`src/rtl/tx_rd_trigger_pkg.sv`:
```
// Shared constants for the TX read trigger: buffer sizing, huge-page geometry, FSM codes.
// No logic latency (constants and one combinational helper).
// No flow control of its own.
package tx_rd_trigger_pkg;

  // TX buffer holds 2^(BF+1) QWs; pointers carry one extra wrap bit.
  localparam int BF    = 6;
  localparam int PTR_W = BF + 2;
  localparam int QW_W  = 19;

  localparam logic [PTR_W-1:0] BUF_QW       = PTR_W'(1 << (BF + 1));
  localparam logic [QW_W-1:0]  HUGE_PAGE_QW = 19'h40000;
  localparam logic [QW_W-1:0]  HDR_QW       = 19'h10;
  localparam logic [QW_W-1:0]  MAX_TLP_QW   = 19'd16;

  // FSM encodings; the remaining three codes are unused and recover to IDLE.
  localparam logic [2:0] ST_IDLE    = 3'd0;
  localparam logic [2:0] ST_REQ     = 3'd1;
  localparam logic [2:0] ST_ACK_LOW = 3'd2;
  localparam logic [2:0] ST_CHG     = 3'd3;
  localparam logic [2:0] ST_CHG_LOW = 3'd4;

  // The host tail can never legitimately point past the end of a huge page.
  function automatic logic [QW_W-1:0] clamp_tail(input logic [QW_W-1:0] tail);
    return (tail > HUGE_PAGE_QW) ? HUGE_PAGE_QW : tail;
  endfunction

endpackage

```
`src/rtl/tx_timeout_cnt.sv`:
```
// Partial-request timer: counts while enabled, fires once per 2^TIMEOUT_W enabled cycles.
// timeout_o is combinational on the count; it rises 2^TIMEOUT_W-1 cycles after enable.
// No backpressure; any enable drop clears the count.
module tx_timeout_cnt #(
  parameter int TIMEOUT_W = 16
) (
  input  logic clk156,
  input  logic reset_n,
  input  logic en_i,
  output logic timeout_o
);

  logic [TIMEOUT_W-1:0] cnt_q, cnt_d;

  // Next count: advance (wrapping through all-ones) while enabled, otherwise restart.
  always_comb begin
    cnt_d = en_i ? (cnt_q + TIMEOUT_W'(1)) : '0;
  end

  assign timeout_o = en_i && (cnt_q == '1);

  // Count register.
  always_ff @(posedge clk156 or negedge reset_n) begin
    if (!reset_n) cnt_q <= '0;
    else          cnt_q <= cnt_d;
  end

endmodule

```
`src/rtl/tx_rd_trigger.sv`:
```
// Issues memory-read requests for host data in the current huge page and signals page change.
// Inputs synced one cycle; a request appears one cycle after the IDLE decision.
// Holds a request until acknowledged; never requests beyond free TX buffer space.
module tx_rd_trigger
  import tx_rd_trigger_pkg::*;
#(
  parameter int TIMEOUT_W = 16
) (
  input  logic             clk156,
  input  logic             reset_n,
  input  logic [PTR_W-1:0] commited_rd_address,
  input  logic [QW_W-1:0]  host_qw_tail,
  input  logic             huge_page_done,
  output logic             rd_req,
  input  logic             rd_req_ack,
  output logic [QW_W-1:0]  rd_req_qw_offset,
  output logic [4:0]       rd_req_qwords,
  output logic             change_huge_page,
  input  logic             change_huge_page_ack
);

  // Single-stage capture of every input before use.
  logic [PTR_W-1:0] rd_q;
  logic [QW_W-1:0]  tail_q;
  logic             done_q, ack_q, chg_ack_q;

  logic [2:0]       state_q, state_d;
  logic [QW_W-1:0]  head_q, head_d;
  logic [PTR_W-1:0] issued_q, issued_d;
  logic             rd_req_q, rd_req_d;
  logic [QW_W-1:0]  offset_q, offset_d;
  logic [4:0]       qwords_q, qwords_d;
  logic             chg_q, chg_d;

  logic [QW_W-1:0]  tail_c, pending, free_ext;
  logic [PTR_W-1:0] used, free;
  logic             pend_small, tmo_en, tmo;

  // Outstanding work and buffer room; pointer math wraps on the extra pointer bit.
  always_comb begin
    tail_c     = clamp_tail(tail_q);
    pending    = (tail_c > head_q) ? (tail_c - head_q) : '0;
    used       = issued_q - rd_q;
    free       = BUF_QW - used;
    free_ext   = QW_W'(free);
    pend_small = (pending != '0) && (pending < MAX_TLP_QW);
    tmo_en     = (state_q == ST_IDLE) && pend_small;
  end

  tx_timeout_cnt #(.TIMEOUT_W(TIMEOUT_W)) u_timeout (
    .clk156    (clk156),
    .reset_n   (reset_n),
    .en_i      (tmo_en),
    .timeout_o (tmo)
  );

  // Request/page-change FSM; each acknowledge is consumed once, then its fall is awaited.
  always_comb begin
    state_d  = state_q;
    head_d   = head_q;
    issued_d = issued_q;
    rd_req_d = rd_req_q;
    offset_d = offset_q;
    qwords_d = qwords_q;
    chg_d    = chg_q;
    case (state_q)
      ST_IDLE: begin
        if ((pending >= MAX_TLP_QW) && (free_ext >= MAX_TLP_QW)) begin
          rd_req_d = 1'b1;
          offset_d = head_q;
          qwords_d = 5'(MAX_TLP_QW);
          state_d  = ST_REQ;
        end else if (pend_small && (free_ext >= pending) && tmo) begin
          rd_req_d = 1'b1;
          offset_d = head_q;
          qwords_d = pending[4:0];
          state_d  = ST_REQ;
        end else if ((pending == '0) && done_q) begin
          chg_d   = 1'b1;
          state_d = ST_CHG;
        end
      end
      ST_REQ: begin
        if (ack_q) begin
          rd_req_d = 1'b0;
          head_d   = head_q + QW_W'(qwords_q);
          issued_d = issued_q + PTR_W'(qwords_q);
          state_d  = ST_ACK_LOW;
        end
      end
      ST_ACK_LOW: begin
        if (!ack_q) state_d = ST_IDLE;
      end
      ST_CHG: begin
        if (chg_ack_q) begin
          chg_d   = 1'b0;
          head_d  = HDR_QW;
          state_d = ST_CHG_LOW;
        end
      end
      ST_CHG_LOW: begin
        if (!chg_ack_q) state_d = ST_IDLE;
      end
      default: begin
        rd_req_d = 1'b0;
        chg_d    = 1'b0;
        state_d  = ST_IDLE;
      end
    endcase
  end

  // State, pointers, registered outputs and input capture.
  always_ff @(posedge clk156 or negedge reset_n) begin
    if (!reset_n) begin
      rd_q      <= '0;
      tail_q    <= '0;
      done_q    <= 1'b0;
      ack_q     <= 1'b0;
      chg_ack_q <= 1'b0;
      state_q   <= ST_IDLE;
      head_q    <= HDR_QW;
      issued_q  <= '0;
      rd_req_q  <= 1'b0;
      offset_q  <= '0;
      qwords_q  <= '0;
      chg_q     <= 1'b0;
    end else begin
      rd_q      <= commited_rd_address;
      tail_q    <= host_qw_tail;
      done_q    <= huge_page_done;
      ack_q     <= rd_req_ack;
      chg_ack_q <= change_huge_page_ack;
      state_q   <= state_d;
      head_q    <= head_d;
      issued_q  <= issued_d;
      rd_req_q  <= rd_req_d;
      offset_q  <= offset_d;
      qwords_q  <= qwords_d;
      chg_q     <= chg_d;
    end
  end

  assign rd_req           = rd_req_q;
  assign rd_req_qw_offset = offset_q;
  assign rd_req_qwords    = qwords_q;
  assign change_huge_page = chg_q;

endmodule

```
`config.mk`:
```
export PLATFORM = sky130hd
export DESIGN_NAME = tx_rd_trigger
export DESIGN_NICKNAME = d
export VERILOG_FILES = /design/src/rtl/tx_rd_trigger_pkg.sv /design/src/rtl/tx_timeout_cnt.sv /design/src/rtl/tx_rd_trigger.sv
export SDC_FILE = /design/constraint.sdc
export NUM_CORES = 1
export LEC_CHECK = 0
export ABC_CLOCK_PERIOD_IN_PS = 16000
export CAP_MARGIN = 20
export CORE_AREA = 5 5 151 153
export DETAILED_ROUTE_END_ITERATION = 12
export DIE_AREA = 0 0 156 158
export GPL_TIMING_DRIVEN = 0
export PLACE_DENSITY = 0.45
export SLEW_MARGIN = 10
export SYNTH_ARGS = -nofsm -noshare
export SYNTH_HDL_FRONTEND = slang
export SYNTH_SLANG_ARGS = --single-unit
```
`constraint.sdc`:
```
create_clock -name clk156 -period 16 [get_ports clk156]
set_clock_uncertainty 0.2 [all_clocks]
set_input_delay 1.6 -clock clk156 [delete_from_list [all_inputs] [get_ports clk156]]
set_output_delay 1.6 -clock clk156 [all_outputs]
set_load 0.01 [all_outputs]
```
; After elaboration in Yosys (flattened, before gate mapping)
; Index checks and enable logic that the tools add are counted.
[word_totals]
regBits = 102
input_bits = 32
output_inout_bits = 26
wordCells = 88
[classes]
n_addsub = 6
order_cmp = 6
eq_ne = 14
mux = 27
n_bitwise = 2
n_reduce_logical = 20
[ops]
columns = operator, count
row1 = 19-bit 2-to-1 mux, 6
row2 = 19-bit one-hot mux with 2 select lines, 1
row3 = 3-bit 2-to-1 mux, 7
row4 = 19-bit by 5-bit adder with 19-bit output, 1
row5 = 19-bit by 5-bit >= comparator with 1-bit output (second input constant), 1
row6 = 8-bit by 19-bit >= comparator with 1-bit output, 1
row7 = 19-bit > comparator, 1
row8 = 19-bit > comparator (second input constant), 1
row9 = 19-bit logical NOT, 1
row10 = 19-bit by 5-bit less-than comparator with 1-bit output (second input constant), 1
row11 = 19-bit nonzero test, 1
row12 = 19-bit subtractor, 1
row13 = 16-bit by 1-bit adder with 16-bit output (second input constant), 1
row14 = 16-bit equality test (second input constant), 1
row15 = 16-bit 2-to-1 mux, 1
row16 = 3-bit one-hot mux with 5 select lines, 1
row17 = 2-bit inequality test (second input constant), 6
row18 = 5-bit 2-to-1 mux, 2
row19 = 5-bit AND reduction, 2
row20 = 8-bit by 5-bit adder with 8-bit output, 1
row21 = 8-bit by 5-bit >= comparator with 1-bit output (second input constant), 1
row22 = 8-bit subtractor, 1
row23 = 8-bit subtractor (first input constant), 1
row24 = 1-bit logical AND, 7
row25 = 14 further kinds, 27

; Depth between registers and ports, before layout
[logic_depth]
ltp_word = 12
depth_mapped = 24
mapped_depth_nobuf = 21

; By module
; From an unflattened synthesis, not the netlist that was laid out.
[unflattened]
cells_unflattened = 623
area_unflattened_um2 = 6282.3
[modules_own_cells]
columns = module, n_inst, cells_per_inst, area_each_um2, seq_area_each_um2
row1 = tx_rd_trigger, 1, 544, 5437.7, 2153.3
row2 = tx_timeout_cnt, 1, 79, 844.6, 400.4

; Least setup slack after synthesis
; No wires, ideal clock.
[synth_path]
path_type = reg-to-reg
start = register tail_q[0]
end = register offset_q[5] (netlist: rd_req_qw_offset[5])
setup_ns = 0.127
arrival_ns = 5.483
required_time_ns = 15.673
slack_ns = 10.189
path_stages_with_launch = 24
path_buffers = 3
synth_period_minus_slack_ns = 5.811
path_cell_list = dfrtp_1 -> or4_1 -> o41ai_1 -> and2_1 -> ha_1 -> buf_2 -> and3_1 -> a31oi_1 -> a21oi_1 -> a211oi_4 -> a211oi_2 -> clkbuf_1 -> and2_1 -> ha_1 -> nand2b_1 -> a21o_1 -> a21oi_1 -> nor2b_1 -> o211ai_1 -> a2111oi_0 -> nand3_1 -> mux2i_4 -> buf_6 -> mux2_1
[synth_between]
elab_chain_cells = 11
word_cells_on_any_way = 18
classes_between = 1 x add/sub / 5 x order compare / 3 x mux / 9 x reduce/logical
[synth_lines]
columns = item, line_no
row1 = start: declaration, tx_rd_trigger.sv:24  ; logic [QW_W-1:0] tail_q;
row2 = start signal: assignment, tx_rd_trigger.sv:129  ; tail_q <= host_qw_tail;
row3 = 19-bit > comparator, tx_rd_trigger_pkg.sv:25  ; return (tail > HUGE_PAGE_QW) ? HUGE_PAGE_QW : tail;
row4 = 19-bit 2-to-1 mux (*), tx_rd_trigger_pkg.sv:25
row5 = 19-bit subtractor / 19-bit > comparator (equally long branches), tx_rd_trigger.sv:42  ; pending = (tail_c > head_q) ? (tail_c - head_q) : '0;
row6 = 19-bit 2-to-1 mux (*), tx_rd_trigger.sv:42
row7 = 19-bit by 5-bit less-than comparator with 1-bit output / 19-bit nonzero test (equally long branches), tx_rd_trigger.sv:46  ; pend_small = (pending != '0) && (pending < MAX_TLP_QW);
row8 = 1-bit logical AND, tx_rd_trigger.sv:46
row9 = 1-bit logical AND, tx_rd_trigger.sv:47  ; tmo_en = (state_q == ST_IDLE) && pend_small;
row10 = 1-bit logical AND, tx_timeout_cnt.sv:20  ; assign timeout_o = en_i && (cnt_q == '1);
row11 = 1-bit logical AND, tx_rd_trigger.sv:73  ; end else if (pend_small && (free_ext >= pending) && tmo) begin
row12 = 2-bit nonzero test (no line), n/a
row13 = 2-bit AND reduction (no line), n/a
row14 = end signal: assignment, tx_rd_trigger.sv:137  ; offset_q <= offset_d;
row15 = end: declaration, tx_rd_trigger.sv:31  ; logic [QW_W-1:0] offset_q, offset_d;
; Every way passes the cells marked *; elsewhere a longest branch is shown, timed or not.
; A chain may end at the register's enable or synchronous reset.

; Final worst setup path
[layout_path]
start = register tail_q[13]
end = register offset_q[10] (netlist: rd_req_qw_offset[10])
; The elaborated chain is that of the path after synthesis.

==> results.cfg <==
[synthesis]
synthesized_area_fraction_occupied_by_ao_oa_aoi_and_oai_cells_pct = 12.6
synth.yosys.seq_area_share_pct = 42.1
synthesis.yosys.warnings = 0
yosys.cell_count.top_type = dfrtp_1
synth_simple_gate_area_share_pct = 17.0
xor_xnor_portion_of_the_synthesized_cell_area_pct = 7.21
main_combinational_cell_family_by_area_after_synthesis = simple AND/OR/NAND/NOR gates
ys_async_sr_fraction_pct = 100
synthTopCellsByArea = dfrtp_1, ha_1, xnor2_1
netlist_instances = 605
syn_area_sq_mm = 0.00607
synth_enable_flop_cells = 0
synth_largest_area_cell = dfrtp_1
synth.ff_latch_count = 102
syn-mean-instance-area_sq_um = 10.0
synth.net_count = 692
yosysTopAreaCellShare_pct = 41.6
postSynth.topFlopCell = dfrtp_1
synth_adder_area_share_pct = 11.8
post_synth_mux_area_share_pct = 5.32
yosys.cell_types.count = 61
commonest_cells_post_synth = dfrtp_1, ha_1, inv_1

[floorplanning]
die_x_um = 156
die-area_sq_mm = 0.0246
rows = 54
initial_utilization_pct = 28.4
floorplan.core_area_sq_mm = 0.0214
die_height_um = 158
io-pin-count = 58

[drt]
drt_iter0_markers = 182
detail_route.drc_violations = 0
wl_met3_um = 461
drtPass1Iterations = 4
vias = 4475
drtAntennaViolNets = 0
dr.max_layer_used = met4
post_drt_via_cell_ratio = 4.66
wl_met2_um = 6510
post_drt_wl_per_cell_um = 14.8
wl_met1_um = 6950
wl_um = 14200

[sta]
max_freq_mhz = 146
grt_setup_unrepaired = false
fin_crit_sh_pct = 42.9
maxSlewViolCount = 0
worst_hold_slack_ns = 0.285
worst_pin_slew_ns = 0.772
shortest_period_the_worst_path_allows_ns = 6.86
fin_tns_setup_ns = 0
timing.final.setup_violations = 0
number_of_hold_violations_in_the_final_report = 0
slew-limit-headroom_pct = 47.2

[clocking]
post_cts_resized = 0
cts_post_setup_buffers_inserted = 0
clock_tree_buffer_depth = 2
clock_latency_ns = 0.36
h-tree-depth = 3
tritoncts = built
clkSlewWorstSetupHoldPaths_ns = 0.08
tritoncts.num_buffers = 9
cts_hold_buf = 0
tritoncts_num_sinks = 102
clock_tree.root_cell = clkbuf_16

[global_routing]
pin_count_of_the_biggest_net_entering_global_routing = 64
first_global_vias = 4615
grt_use_total_pct = 12.0
grt_overflow_total = 0
first_pass_grt_wire_length_um = 23500
antenna_found_initial = 0

[worst_setup_path]
crit_fanout = 10
setup.worst_path.start_class = flip-flop
cp_data_arrival_time_ns = 6.90
cell_with_the_largest_stage_delay_on_the_worst_path = a2111oi_0
timing.critical_path.required_ns = 16.04
crit_start = tail_q[13]
worstSetupEndpointType = flip-flop
worstSetupPathType = reg2reg
critical_path.max_stage_delay_ns = 0.73
worstReg2RegStart = tail_q[13]

[pwr]
power_per_standard_cell_area_mw_per_mm2 = 134
power.static_leakage_nw = 3.18
power.ir.vdd_worst_mv = 0.0637
post-layout-total-power_mw = 0.988

[finish]
post_route_cells_drive_above_1_share_pct = 5.74
seq_area_sq_mm = 0.00255
n_fill_cell = 2151
combined_area_of_the_multi_input_logic_cells_sq_mm = 0.00327
final_nets = 762
antenna_cells = 0
flow.area_growth_from_synthesis_pct = 21.0

[placement]
numPortBuffers = 57
dp.final_hpwl_um = 11300
last_weighted_congestion_value_of_the_routability_driven_placer = 0.842

[run]
cap_viol_max_count = 0

[hold_path]
hp-start = rd_req_qw_offset[7]
timing.hold.worst.class = reg2reg

[status]
outcome = complete, no violations
==> registers in the layout, indices dropped and copies added, names as in the netlist <==
register	count
ack_q	1
change_huge_page	1
chg_ack_q	1
done_q	1
head_q	19
issued_q	8
rd_q	8
rd_req	1
rd_req_qw_offset	19
rd_req_qwords	5
state_q	3
tail_q	19
u_timeout.cnt_q	16
==> worst max-delay path: cells and delay by family, from the launching register on <==
family,cells,cell delay (ns)
muxes,2,0.73
DFF,1,0.38
AOI/OAI and AO/OA,9,2.30
buffers and inverters,4,0.86
adders and majority gates,2,0.47
and+or+nand+nor,8,1.78
==> kinds of logic (layout without fill, tap and decap cells) <==
family,count (synthesis),count (layout)
fa+ha+maj,55,55
xor+xnor,50,50
buf+inv,60,135
mux,28,28
compound gates,112,112
flops,102,102
simple gates,198,198
==> power by group <==
| part | total, mW | switching (mW) | leakage, nW | internal [mW] |
|---|---|---|---|---|
| Clock | 0.242 | 0.104 | 0.152 | 0.138 |
| Combinational | 0.425 | 0.232 | 1.70 | 0.193 |
| Sequential | 0.321 | 0.0276 | 1.32 | 0.293 |
==> layout make-up <==
type	instances	share of cell area, %
tap	280	4.77
multi-input combinational	443	44.5
clock inverter	7	1.33
sequential	102	34.7
clock buffer	9	3.06
timing repair buffer	59	8.22
inverter	47	2.40
buffer	13	0.936
==> final timing paths <==
| check | depth (start not counted) | slack [ns] | to |
|---|---|---|---|
| worst max-delay path | 25 | 9.14 | rd_req_qw_offset[10] |
| worst min-delay path | 1 | 0.29 | rd_req_qw_offset[7] |
| worst max register to register | 25 | 9.14 | rd_req_qw_offset[10] |
| worst min register to register | 1 | 0.29 | rd_req_qw_offset[7] |
| max in group asynchronous | 2 | 13.97 | head_q[4] |
| min in group asynchronous | 1 | 0.94 | tail_q[9] |
==> placed cells by master (no fill, tap or decap), types with 4 or more instances in the layout <==
cell type | netlist | routed
fa_1 | 4 | 4
buf_2 | 4 | 4
clkbuf_1 | 7 | 7
xor2_1 | 16 | 16
nor2b_1 | 21 | 21
clkdlybuf4s50_1 | 0 | 56
dfrtp_1 | 101 | 101
a21oi_1 | 34 | 34
o22ai_1 | 5 | 5
nand4_1 | 9 | 9
xnor2_1 | 34 | 34
or3_1 | 7 | 7
clkbuf_16 | 0 | 9
nand3_1 | 19 | 19
nand2_1 | 38 | 38
and2_1 | 14 | 14
a31oi_1 | 4 | 4
o211ai_1 | 6 | 6
o21ai_0 | 18 | 18
a21o_1 | 9 | 9
and3_1 | 9 | 9
inv_1 | 47 | 47
a21boi_0 | 6 | 6
ha_1 | 51 | 51
nor3_1 | 9 | 9
nor4_1 | 6 | 6
nor2_1 | 46 | 46
nand2b_1 | 8 | 8
mux2_1 | 21 | 21
==> stage by stage <==
stage          utilization [%]  instances  setup WS, ns  cell area (sq um)
5_1_grt                   34.3        960          8.59               7350
4_1_cts                   34.3        959          8.74               7340
3_3_place_gp              32.6        942          8.79               6990
6_report                  34.3        960          9.14               7350
2_1_floorplan                -        605         10.19               6070
3_5_place_dp              32.8        943          8.79               7020
==> routing by layer <==
metal,vias to the layer above,GRT usage [%]
met3,18,2.24
met1,2140,16.5
met2,56,19.0
met4,0,4.00
li1,2261,-
met5,-,0
Power figures use the tool's default switching activity.
